### src/rtl/f9pcap_unwrap_eth.sv
// f9pcap receive unwrapper: validates the Eth/IPv4/UDP + f9phdr wrapper, strips its 58 bytes
// and realigns the captured frame to lane 0 with timestamp/port sideband (64-bit stream only).
module f9pcap_unwrap_eth #(
  parameter int          DATA_WIDTH   = 64,
  parameter int          TTS_WIDTH    = 56,
  parameter logic [15:0] UDP_DST_PORT = 16'h789a,
  parameter int          CNT_WIDTH    = 32
) (
  input  logic                    clk_in,
  input  logic                    rst_n_in,
  input  logic                    i_valid_in,
  output logic                    i_ready_out,
  input  logic [DATA_WIDTH-1:0]   i_data_in,
  input  logic [DATA_WIDTH/8-1:0] i_keep_in,
  input  logic                    i_last_in,
  output logic                    o_valid_out,
  input  logic                    o_ready_in,
  output logic [DATA_WIDTH-1:0]   o_data_out,
  output logic [DATA_WIDTH/8-1:0] o_keep_out,
  output logic                    o_last_out,
  output logic                    o_err_out,
  output logic [TTS_WIDTH-1:0]    o_tts_out,
  output logic [7:0]              o_port_id_out,
  output logic [CNT_WIDTH-1:0]    cnt_ok_out,
  output logic [CNT_WIDTH-1:0]    cnt_drop_out
);

  // state   | meaning
  // HDR     | header beats 0..6, field checks
  // ALIGN   | beat 7, first 6 payload bytes into hold
  // PAYLOAD | emit {cur[1:0], hold[5:0]} per beat
  // FLUSH   | emit hold residue after input ended
  // DROP    | discard to i_last_in (counted or pad)
  localparam logic [2:0] ST_HDR     = 3'd0;
  localparam logic [2:0] ST_ALIGN   = 3'd1;
  localparam logic [2:0] ST_PAYLOAD = 3'd2;
  localparam logic [2:0] ST_FLUSH   = 3'd3;
  localparam logic [2:0] ST_DROP    = 3'd4;

  logic [2:0]  state_q;
  logic [2:0]  beat_q;
  logic [15:0] len_q;
  logic [15:0] emit_q;
  logic [47:0] hold_q;
  logic [3:0]  flush_n_q;
  logic        flush_err_q;
  logic        drop_cnt_q;
  logic        frame_err_q;

  function automatic logic [7:0] keep_mask(input logic [3:0] n);
    return 8'((9'd1 << n) - 9'd1);
  endfunction

  function automatic logic [63:0] lane_mask(input logic [7:0] k);
    logic [63:0] m;
    m = '0;
    for (int i = 0; i < 8; i++) m[8*i +: 8] = {8{k[i]}};
    return m;
  endfunction

  function automatic logic [3:0] popcnt8(input logic [7:0] k);
    logic [3:0] c;
    c = 4'd0;
    for (int i = 0; i < 8; i++) c = c + {3'd0, k[i]};
    return c;
  endfunction

  logic        out_free, acc, hdr_ok, short_f, al_short;
  logic [3:0]  n_in, this_n, left_n, pay_n, al_n;
  logic [4:0]  avail;
  logic [15:0] rem, owed, len_in;

  assign out_free    = ~o_valid_out | o_ready_in;
  assign i_ready_out = (state_q == ST_DROP) | (out_free & (state_q != ST_FLUSH));
  assign acc         = i_valid_in & i_ready_out;
  assign n_in        = popcnt8(i_keep_in);
  assign len_in      = {i_data_in[23:16], i_data_in[31:24]};

  always_comb begin
    hdr_ok = 1'b1;
    case (beat_q)
      3'd1: hdr_ok = (i_data_in[39:32] == 8'h08) && (i_data_in[47:40] == 8'h00) &&
                     (i_data_in[55:48] == 8'h45);
      3'd2: hdr_ok = (i_data_in[63:56] == 8'd17);
      3'd4: hdr_ok = ({i_data_in[39:32], i_data_in[47:40]} == UDP_DST_PORT);
      3'd6: hdr_ok = (len_in != 16'd0);
      default: hdr_ok = 1'b1;
    endcase
  end

  // hold always carries 6 bytes in PAYLOAD, so this beat can owe up to 6+n bytes
  assign rem     = len_q - emit_q;
  assign avail   = 5'd6 + {1'b0, n_in};
  assign short_f = {11'd0, avail} < rem;
  assign owed    = short_f ? {11'd0, avail} : rem;
  assign this_n  = (owed > 16'd8) ? 4'd8 : owed[3:0];
  assign left_n  = owed[3:0] - this_n;

  assign pay_n    = (n_in > 4'd2) ? n_in - 4'd2 : 4'd0;
  assign al_short = {12'd0, pay_n} < len_q;
  assign al_n     = al_short ? pay_n : len_q[3:0];

  always_ff @(posedge clk_in) begin
    if (!rst_n_in) begin
      state_q       <= ST_HDR;
      beat_q        <= 3'd0;
      len_q         <= 16'd0;
      emit_q        <= 16'd0;
      hold_q        <= 48'd0;
      flush_n_q     <= 4'd0;
      flush_err_q   <= 1'b0;
      drop_cnt_q    <= 1'b0;
      frame_err_q   <= 1'b0;
      o_valid_out   <= 1'b0;
      o_data_out    <= '0;
      o_keep_out    <= '0;
      o_last_out    <= 1'b0;
      o_err_out     <= 1'b0;
      o_tts_out     <= '0;
      o_port_id_out <= 8'd0;
      cnt_ok_out    <= '0;
      cnt_drop_out  <= '0;
    end else begin
      if (out_free) o_valid_out <= 1'b0;
      if (o_valid_out & o_ready_in & o_last_out) cnt_ok_out <= cnt_ok_out + CNT_WIDTH'(1);

      if ((state_q == ST_FLUSH) && out_free) begin
        o_valid_out <= 1'b1;
        o_data_out  <= {16'd0, hold_q} & lane_mask(keep_mask(flush_n_q));
        o_keep_out  <= keep_mask(flush_n_q);
        o_last_out  <= 1'b1;
        o_err_out   <= flush_err_q;
        state_q     <= ST_HDR;
        beat_q      <= 3'd0;
      end

      if (acc) begin
        case (state_q)
          ST_HDR: begin
            if (beat_q == 3'd5)
              o_tts_out[55:8] <= {i_data_in[23:16], i_data_in[31:24], i_data_in[39:32],
                                  i_data_in[47:40], i_data_in[55:48], i_data_in[63:56]};
            if (beat_q == 3'd6) begin
              o_tts_out[7:0] <= i_data_in[7:0];
              o_port_id_out  <= i_data_in[15:8];
              len_q          <= len_in;
              frame_err_q    <= i_data_in[32];
            end
            if (i_last_in) begin
              cnt_drop_out <= cnt_drop_out + CNT_WIDTH'(1);
              beat_q       <= 3'd0;
            end else if (!hdr_ok) begin
              state_q    <= ST_DROP;
              drop_cnt_q <= 1'b1;
              beat_q     <= 3'd0;
            end else if (beat_q == 3'd6) begin
              state_q <= ST_ALIGN;
              beat_q  <= 3'd0;
            end else begin
              beat_q <= beat_q + 3'd1;
            end
          end
          ST_ALIGN: begin
            hold_q <= i_data_in[63:16];
            emit_q <= 16'd0;
            if (!i_last_in) begin
              state_q <= ST_PAYLOAD;
            end else if (pay_n == 4'd0) begin
              cnt_drop_out <= cnt_drop_out + CNT_WIDTH'(1);
              state_q      <= ST_HDR;
            end else begin
              state_q     <= ST_FLUSH;
              flush_n_q   <= al_n;
              flush_err_q <= al_short | frame_err_q;
            end
          end
          ST_PAYLOAD: begin
            hold_q      <= i_data_in[63:16];
            o_valid_out <= 1'b1;
            o_data_out  <= {i_data_in[15:0], hold_q} & lane_mask(keep_mask(this_n));
            o_keep_out  <= keep_mask(this_n);
            if (left_n == 4'd0) begin
              o_last_out <= 1'b1;
              o_err_out  <= frame_err_q | short_f;
              state_q    <= i_last_in ? ST_HDR : ST_DROP;
              drop_cnt_q <= 1'b0;
            end else begin
              o_last_out <= 1'b0;
              o_err_out  <= 1'b0;
              emit_q     <= emit_q + 16'd8;
              if (i_last_in) begin
                state_q     <= ST_FLUSH;
                flush_n_q   <= left_n;
                flush_err_q <= frame_err_q | short_f;
              end
            end
          end
          ST_DROP: begin
            if (i_last_in) begin
              if (drop_cnt_q) cnt_drop_out <= cnt_drop_out + CNT_WIDTH'(1);
              state_q <= ST_HDR;
              beat_q  <= 3'd0;
            end
          end
          default: begin
            state_q <= ST_HDR;
            beat_q  <= 3'd0;
          end
        endcase
      end
    end
  end

endmodule

### config.mk
export PLATFORM = sky130hd
export DESIGN_NAME = f9pcap_unwrap_eth
export DESIGN_NICKNAME = d
export VERILOG_FILES = /design/src/rtl/f9pcap_unwrap_eth.sv
export SDC_FILE = /design/constraint.sdc
export NUM_CORES = 1
export LEC_CHECK = 0
export ABC_AREA = 1
export ABC_CLOCK_PERIOD_IN_PS = 6400
export CELL_PAD_IN_SITES_DETAIL_PLACEMENT = 1
export CELL_PAD_IN_SITES_GLOBAL_PLACEMENT = 2
export CORE_UTILIZATION = 26
export CTS_CLUSTER_SIZE = 14
export DETAILED_ROUTE_END_ITERATION = 10
export PLACE_DENSITY_LB_ADDON = 0.1
export RECOVER_POWER = 100
export SETUP_SLACK_MARGIN = 0.2
export SYNTH_ARGS = -nofsm -noshare
export SYNTH_HDL_FRONTEND = slang
export SYNTH_SLANG_ARGS = --single-unit
export TNS_END_PERCENT = 5
### constraint.sdc
create_clock -name clk_in -period 6.4 [get_ports clk_in]
set_input_delay 1.28 -clock clk_in [delete_from_list [all_inputs] [get_ports clk_in]]
set_output_delay 1.28 -clock clk_in [all_outputs]
set_load 0.02 [all_outputs]
# ---- Word level (Yosys, flattened, before mapping)
# Cells that the tools add are included.
dict set report totals {
  ram_bits 0
  mem_count 0
  rom_bits 0
  output_inout_bits 204
  ff_bits 296
  latch_bits 0
}
dict set report classes {
  n_mul 0
  n_reduce_logical 19
  n_eq_ne 25
  bitwise 11
  n_mux 64
  add_sub_neg 17
  shifts 2
  div_mod_pow 0
  order_cmp 4
}
# op count
set ops {}
lappend ops {{64-bit two-way mux} 3}
lappend ops {{32-bit two-way mux} 5}
lappend ops {{32-bit one-hot mux with 3 select lines} 1}
lappend ops {{32-bit by 1-bit adder with 32-bit output (second input constant)} 2}
lappend ops {{48-bit by 64-bit bitwise AND with 64-bit output} 1}
lappend ops {{64-bit bitwise AND} 1}
lappend ops {{3-bit two-way mux} 15}
lappend ops {{16-bit two-way mux} 2}
lappend ops {{16-bit one-hot mux with 2 select lines} 1}
lappend ops {{4-bit two-way mux} 7}
lappend ops {{8-bit two-way mux} 3}
lappend ops {{2-bit != test (second input constant)} 11}
lappend ops {{1-bit two-way mux} 19}
lappend ops {{16-bit by 4-bit adder with 16-bit output (second input constant)} 1}
lappend ops {{4-bit by 1-bit adder with 4-bit output} 4}
lappend ops {{16-bit by 15-bit equality test with 1-bit output (second input constant)} 1}
lappend ops {{16-bit by 4-bit greater-than comparator with 1-bit output (second input constant)} 1}
lappend ops {{4-bit by 16-bit less-than comparator with 1-bit output} 1}
lappend ops {{5-bit by 16-bit less-than comparator with 1-bit output} 1}
lappend ops {{16-bit nonzero test} 1}
lappend ops {{1-bit by 4-bit left shift with 8-bit output (first input constant)} 2}
lappend ops {{16-bit subtractor} 1}
lappend ops {{8-bit by 1-bit subtractor with 8-bit output (second input constant)} 2}
lappend ops {{3-bit equality test (second input constant)} 4}
lappend ops {{other kinds (35)} 52}

# ---- Logic depth before layout (Yosys ltp)
# Gate-level depths: netlist of the first run.
dict set report logic_depth {
  depth_word 17
  mapped_depth 35
  mapped_depth_nobuf 34
}

# ---- Worst setup path after synthesis of the first run
# No wires, ideal clock.
dict set report synth_path {
  path_kind {in2reg}
  from {in i_keep_in[0]}
  to {reg emit_q[5]}
  path_slack_ns -0.200
  cell_stages 33
  path_buffers 2
  t_arrival_ns 6.459
  cell_sequence {inv_1 -> fa_1 -> fa_1 -> fa_1 -> inv_1 -> ha_1 -> inv_1 -> fa_1 -> xnor2_1 -> inv_1 -> ha_1 -> xor2_1 -> inv_1 -> ha_1 -> nand2_1 -> o21ai_0 -> a21oi_1 -> nor2_2 -> nand3_4 -> o21bai_2 -> nand2_2 -> nand2_4 -> clkbuf_1 -> nand2_1 -> ha_1 -> inv_1 -> nand2_2 -> nor2_4 -> nand3_4 -> nand2_4 -> buf_8 -> nand2_1 -> a21oi_2}
}
dict set report synth_between {
  elab_chain_cells 16
}
# item line_no
set synth_lines {}
lappend synth_lines {{start: declaration} 14} ;# input logic [DATA_WIDTH/8-1:0] i_keep_in,
lappend synth_lines {{1-bit by 1-bit adder with 2-bit output *} 64} ;# for (int i = 0; i < 8; i++) c = c + {3'd0, k[i]};
lappend synth_lines {{2-bit by 1-bit adder with 3-bit output *} 64}
lappend synth_lines {{3-bit by 1-bit adder with 4-bit output *} 64}
lappend synth_lines {{4-bit by 1-bit adder with 4-bit output * (4 in a row)} 64}
lappend synth_lines {{3-bit by 4-bit adder with 5-bit output *} 93} ;# assign avail = 5'd6 + {1'b0, n_in};
lappend synth_lines {{5-bit by 16-bit less-than comparator with 1-bit output} 94} ;# assign short_f = {11'd0, avail} < rem;
lappend synth_lines {{16-bit two-way mux *} 95} ;# assign owed = short_f ? {11'd0, avail} : rem;
lappend synth_lines {{16-bit by 4-bit greater-than comparator with 1-bit output} 96} ;# assign this_n = (owed > 16'd8) ? 4'd8 : owed[3:0];
lappend synth_lines {{4-bit two-way mux} 96}
lappend synth_lines {{4-bit subtractor *} 97} ;# assign left_n = owed[3:0] - this_n;
lappend synth_lines {{4-bit logical NOT *} 182} ;# if (left_n == 4'd0) begin
lappend synth_lines {{2-bit != test (no line) *} n/a}
lappend synth_lines {{3-bit AND reduction (no line) *} n/a}
lappend synth_lines {{end signal: assignment} 190} ;# emit_q <= emit_q + 16'd8;
lappend synth_lines {{end: declaration} 43} ;# logic [15:0] emit_q;
# Every way passes the cells marked *; elsewhere a longest branch is shown, timed or not.
# A chain may end at the register's enable or synchronous reset.

# ---- Worst setup path after layout of the first run
dict set report layout_path {
  from {in i_keep_in[0]}
  to {reg o_data_out[49]}
}
dict set report layout_between {
  elab_chain_cells 17
}
# item line_no
set layout_lines {}
lappend layout_lines {{1-bit by 1-bit adder with 2-bit output *} 64}
lappend layout_lines {{2-bit by 1-bit adder with 3-bit output *} 64}
lappend layout_lines {{3-bit by 1-bit adder with 4-bit output *} 64}
lappend layout_lines {{4-bit by 1-bit adder with 4-bit output * (4 in a row)} 64}
lappend layout_lines {{3-bit by 4-bit adder with 5-bit output *} 93}
lappend layout_lines {{5-bit by 16-bit less-than comparator with 1-bit output} 94}
lappend layout_lines {{16-bit two-way mux *} 95}
lappend layout_lines {{16-bit by 4-bit greater-than comparator with 1-bit output} 96}
lappend layout_lines {{4-bit two-way mux *} 96}
lappend layout_lines {{1-bit by 4-bit left shift with 8-bit output *} 51} ;# return 8'((9'd1 << n) - 9'd1);
lappend layout_lines {{8-bit by 1-bit subtractor with 8-bit output *} 51}
lappend layout_lines {{64-bit bitwise AND *} 180} ;# o_data_out <= {i_data_in[15:0], hold_q} & lane_mask(keep_mask(this_n));
lappend layout_lines {{64-bit two-way mux *} 138} ;# case (state_q)
lappend layout_lines {{64-bit two-way mux *} 137} ;# if (acc) begin
lappend layout_lines {{end signal: assignment} 129} ;# o_data_out <= {16'd0, hold_q} & lane_mask(keep_mask(flush_n_q));
lappend layout_lines {{end signal: assignment} 180}
lappend layout_lines {{end: declaration} 18} ;# output logic [DATA_WIDTH-1:0] o_data_out,
# Marked as above.

==> results of run 1 <==
worst min-delay path, delay by kind of cell, from the launching register on:
kind                   cells  cell delay [ns]
buffers and inverters      1             0.05
AO/OA/AOI/OAI              1             0.05
flip-flops                 1             0.30
final timing paths:
| path | depth (start not counted) | start | slack (ns) | end |
|---|---|---|---|---|
| max | 34 | i_keep_in[0] | 0.25 | o_data_out[49]$_SDFF_PN0_ |
| min | 2 | o_port_id_out[7]$_SDFFE_PN0P_ | 0.44 | o_port_id_out[7]$_SDFFE_PN0P_ |
| max reg2reg | 16 | state_q[2]$_SDFF_PN0_ | 1.45 | cnt_drop_out[15]$_SDFFE_PN0P_ |
| min reg2reg | 2 | o_port_id_out[7]$_SDFFE_PN0P_ | 0.44 | o_port_id_out[7]$_SDFFE_PN0P_ |
registers in the layout, indices dropped and copies added (netlist names):
name and cells:
beat_q 3, cnt_drop_out 32, cnt_ok_out 32, drop_cnt_q 1, emit_q 13, flush_err_q 1
flush_n_q 4, frame_err_q 1, hold_q 48, len_q 16, o_data_out 64, o_err_out 1
o_keep_out 8, o_last_out 1, o_port_id_out 8, o_tts_out 56, o_valid_out 1, state_q 3
cells in the final DEF (no fill, tap or decap), drive strengths merged, types with 46 or more instances in the layout:
| master | n |
|---|---|
| a21oi | 239 |
| buf | 69 |
| clkbuf | 72 |
| clkdlybuf4s50 | 71 |
| dfxtp | 293 |
| dlygate4sd3 | 205 |
| inv | 291 |
| nand2 | 417 |
| nand3 | 86 |
| nand4 | 46 |
| nor2 | 212 |
| nor3 | 48 |
| o21ai | 218 |
cells by family after synthesis:
logic type / count (synthesis)
simple gates: 855
compound gates: 507
buf+inv: 381
flops: 293
xor+xnor: 42
fa+ha+maj: 36
other cells: 2
metal layers:
metal  GRT usage  up-vias  routed length (um)
met5           0        -                   0
met4      0.0432        0                 935
met3      0.0493       53                3240
met2       0.330      225               26600
met1       0.261     7245               27300
li1            -     7564                   -
per-stage QoR:
step	worst slack (ns)	hold slack, ns	std cells
detailed placement	-1.01	0.439	3132
global placement	-0.880	0.432	3132
finish	0.248	0.441	3213
global route	0.00883	0.465	3213
CTS	0.204	0.448	3208
floorplan	0.0351	0.439	2118
power by group:
group | switching (W) | leakage [nW] | internal, W
Combinational | 0.000663 | 5.18 | 0.000508
Sequential | 0.00000273 | 2.36 | 0.00183
Clock | 0.000897 | 0.621 | 0.00129
area by class of cell:
class                   count  area, um2
clock buffers              56       1110
clock inverters            13        158
fillers                  6919      35200
inverters                 295       1120
multi-input cells        1447       7680
flip-flops and latches    293       5870
well taps                 748        936
repair buffers            361       3410
timing repair:
action	CTS	global route
gates resized for setup	28	85
buffers inserted	4	5
pin swaps	25	75
cloned	3	0
endpoints found under the setup margin	86	85
==> metrics, run 1 <==
status=complete, no violations; # diodes=0; Post-synth EDFFs=0; largest family of logic cells by synthesized area=simple AND/OR/NAND/NOR gates; Congestion Overflow GR=0; crit path kind=input port to flip-flop; routed via count=between 15000 and 20000; htree depth=2; drt initial violations=529; I/O pin cnt=between 200 and 300; row count=between 80 and 90; Clock Sink Count=a little under 300; most frequent cell after synthesis=nand2_1; Max Transition Viols Final=0; antenna violations before repair=0; IO Port Bufs=between 200 and 300; Setup Viol. Count Final=0; Main synth FF type=dfxtp_1; CTS Root Cell=clkbuf_16; slowest stage cell, crit path=fa_1; Startpoint Class=input port; Max-Slew Margin vs Limit=0.0331; vias in the first global route=15700; clock tree buffer depth=3; die area=0.0576 mm2; hold buffer count at cts=0; WP data required=about 7 ns; Core Area=between 0.05 and 0.06 mm2; CTS tree=yes; share of flip-flops with an asynchronous set or reset=0; CP most frequent cell=inv_2; yosys warns=0; part of the Yosys area used for sequential elements=0.398; Inserted Clock Buffers=39; DRC viols=0; clock transition at the registers of the reported paths=approximately 0.050 ns; synth top area cells=dfxtp_1 40%, nand2_1 10%, a21oi_1 7.8%; slew at the pin closest to its max-slew limit=approximately 1.4 ns; largest net degree at the start of global routing=slightly below 90; pwr dens=roughly 260 mW/mm2; Avg Cell Area, Syn=about 7 um2; share of layout cells above drive strength 1=0.101; Synth Instances=2116; Final Skew=between 0.02 and 0.025 ns; total power=0.00519 W; top cells by count, synth=392 x nand2_1, 293 x dfxtp_1, 282 x inv_1; Final Cycle Share=0.961; post-route cell area=0.0203 mm2; Final HPWL DP=42400 um; Crit path largest cell delay=between 0.5 and 0.6 ns; Synth Register Bits=between 200 and 300; Layout area overhead=37.7%; fmax=between 0.15 and 0.2 GHz; Routed WL=58100 um; Simple-Gate Fraction of Synth Area=0.262; setup TNS=0 ns; DR pass1 iterations=4; worst-skew pair later-pin latency=between 0.5 and 0.6 ns; final worst path period need=approximately 6 ns; Max Cap Viol=0; area leader, netlist=dfxtp_1; initial core utilization=0.265; Post-Synth XOR/XNOR Area=0.0250; end-of-flow core utilization=0.365; ANT nets after route=0; crit path capture type=flip-flop; synthesized area=between 0.01 and 0.015 mm2; critical path arrival=6.55 ns; final hold violation count=0; Synth Area in Compound Gates=0.184; final net count=2550; LEAKAGE=around 8.2 nW; proportion of synthesized area in mux cells=0; GP Congestion=0.816; routed len/inst=roughly 18 um; GRT Util Overall=0.200; Worst Hold Class=flip-flop to flip-flop; maximum VDD drop=approximately 0.16 mV; CP delay by family, top=adder cells; unrepaired setup endpoints after global routing=true; post-synth top area share=0.398; die width=approximately 240 um; Yosys cell types=53; Buffers & Inverters on Critical Path=8; DR vias/cell=4.70; Area after DPL=~0.019 mm2; Critical Path Fanout Max=9; post-synthesis adder-cell area fraction=0.0326; Die Height=~240 um; first-pass GRT wire length=between 90000 and 100000 um
No activity file was read; power rests on OpenSTA's default activity.
==> run 2, diff against run 1 <==
ABC_CLOCK_PERIOD_IN_PS = 7500   (was 6400)
CORE_UTILIZATION = 31   (was 26)
clock period = 7.5 ns   (was 6.4 ns; I/O delays follow)
==> metrics, run 2 (synthesis results as in run 1) <==
status=finished with violations; failing checks=DRC, capacitance limit, slew limit; combinational power share=0.173 (-0.053); Layout fillers=5866 (-15%); Inserted Clock Buffers=37 (-5.1%); Max Cap Viol=4 (+4); Largest regs=o_data_out x64, o_tts_out x56, hold_q x48; CP most frequent cell=inv_1; Congestion Overflow GR=0 (unchanged); Reg power frac=0.384 (+0.032); Final Non-Filler Cells=3012 (-6.3%); CP delay by family, top=adder cells; Hold WS=0.444 ns (+0.00319 ns); hold path cells=2 (unchanged); ANT nets after route=0 (unchanged); largest reg by FF count=o_data_out; CTS Root Cell=clkbuf_16; share of layout cells above drive strength 1=0.0640 (-0.0370); antenna violations before repair=0 (unchanged); WP data required=7.90 ns (+1.10 ns); Crit path largest cell delay=0.55 ns (about the same); Switch Pwr=0.00119 W (-24%); Max Transition Viols Final=250 (+250); IO Port Bufs=280 (unchanged); slew at the pin closest to its max-slew limit=3.49 ns (+2.05 ns); Worst Hold Class=flip-flop to flip-flop; clock tree buffer depth=3 (unchanged); DRC viols=17 (+17); crit path capture type=flip-flop; worst-skew pair later-pin latency=0.55 ns (-0.02 ns); DR pass1 iterations=8 (+4); vias in the first global route=15400 (-2.1%); critical path arrival=7.45 ns (+0.90 ns); Startpoint Class=input port; clock transition at the registers of the reported paths=0.06 ns (about the same); Setup Viol. Count Final=0 (unchanged); max reg flops=64 (unchanged); sw frac=0.293 (-0.00802); drt initial violations=680 (+29%); CTS tree=yes; final worst path period need=about 7.1 ns; Final Cycle Share=0.940; final hold violation count=0 (unchanged); Max-Slew Margin vs Limit=-1.34 (-1.37); most frequent cells in the layout=392 x nand2_1, 293 x dfxtp_1, 281 x inv_1; largest net degree at the start of global routing=87 (-2.2%); row count=79 (-8.1%); Critical Path Fanout Max=12 (+3); first-pass GRT wire length=85300 um (-5.2%); fmax=~0.14 GHz; most common cell after layout, fill and taps aside=nand2_1; die width=220 um (-8.3%); slowest stage cell, crit path=fa_1; Routed WL=54700 um (-5.8%); WP depth=31 (-8.8%); Buffers & Inverters on Critical Path=9 (+1); Clock Sink Count=293 (unchanged); DP Cell Count=2942 (-6.1%); Final Skew=0.0186 ns (-0.00461 ns); Die Height=220 um (-8.3%); final net count=2490 (-2.4%); gr busiest metal=met2; initial core utilization=0.315 (+0.0498); GRT Util Overall=0.224 (+0.0244); GP Congestion=0.824 (+0.98%); met1 Track Usage GR=0.292 (+0.0314); P_int=0.00288 W (-21%); Final HPWL DP=39600 um (-6.5%); routed len/inst=18.2 um (+0.47%); crit path kind=input port to flip-flop; maximum VDD drop=0.182 mV (+11%); DR vias/cell=4.97 (+5.8%); I/O pin cnt=281 (unchanged); hold buffer count at cts=0 (unchanged); Worst R2R Path Depth=9 (-7); htree depth=2 (unchanged); pwr dens=210 mW/mm2 (-18%); LEAKAGE=7.82 nW (-4.2%); setup TNS=0 ns (unchanged); M2 GR Usage=0.369 (+0.0386); routed via count=15000 (-0.82%); Layout area overhead=31.8%; Core Area=0.0468 mm2 (-16%); # diodes=0 (unchanged); met3 Use GR=0.0509 (+0.00168); clock share of power=0.443 (+0.021); die area=0.0484 mm2 (-16%); unrepaired setup endpoints after global routing=false
==> run 2: metrics by stage <==
| step | setup slack [ns] | total power (W) | instance area, um2 | util |
|---|---|---|---|---|
| 2_1_floorplan | 0.680 | 0.00201 | 14700 | - |
| 3_3_place_gp | 0.0627 | 0.00226 | 18200 | 0.389 |
| 3_5_place_dp | -0.158 | 0.00227 | 18200 | 0.389 |
| 4_1_cts | 0.427 | 0.00410 | 19400 | 0.415 |
| 5_1_grt | 0.0584 | 0.00426 | 19400 | 0.415 |
| 6_report | 0.449 | 0.00407 | 19400 | 0.415 |
==> run 2: final cells by class <==
cell class / count / area [um2] / area share
multi-input combinational: 1445 / 7470 / 0.384
sequential: 293 / 5870 / 0.302
timing repair buffer: 305 / 2990 / 0.154
clock buffer: 60 / 1130 / 0.0584
inverter: 295 / 1110 / 0.0572
tap: 607 / 759 / 0.0391
clock inverter: 7 / 91.3 / 0.00470
==> run 2: worst paths after layout <==
check                                 from                            end  slack [ns]
min          o_port_id_out[0]$_SDFFE_PN0P_  o_port_id_out[0]$_SDFFE_PN0P_        0.44
min reg2reg  o_port_id_out[0]$_SDFFE_PN0P_  o_port_id_out[0]$_SDFFE_PN0P_        0.44
max                           i_keep_in[0]      o_data_out[47]$_SDFF_PN0_        0.45
max reg2reg          state_q[2]$_SDFF_PN0_     o_tts_out[18]$_SDFFE_PN0P_        1.91
==> run 2: timing repair <==
action                                  4_1_cts  5_1_grt
resized for setup                             0       14
setup buffers                                 0        2
endpoints found under the setup margin        0       65
hold endpoints to repair                      0        0
==> run 2: power groups by stage <==
stage               Clock, W  Sequential, W  Combinational [W]
finish               0.00180        0.00156           0.000706
global route         0.00192        0.00156           0.000780
CTS                  0.00186        0.00156           0.000681
detailed placement         0        0.00159           0.000675
global placement           0        0.00159           0.000665
floorplan                  0        0.00160           0.000416
==> run 2: metal layers <==
metal / up-vias / routed length, um
met5: - / 0
met2: 269 / 24900
met3: 65 / 3120
met4: 0 / 1170
li1: 7459 / -
met1: 7171 / 25500
==> run 2: tightest hold or removal path, delay by kind of cell (launching register included) <==
family,cells,cell delay [ns]
AO/OA/AOI/OAI,1,0.05
flip-flops,1,0.30
buffers and inverters,1,0.05
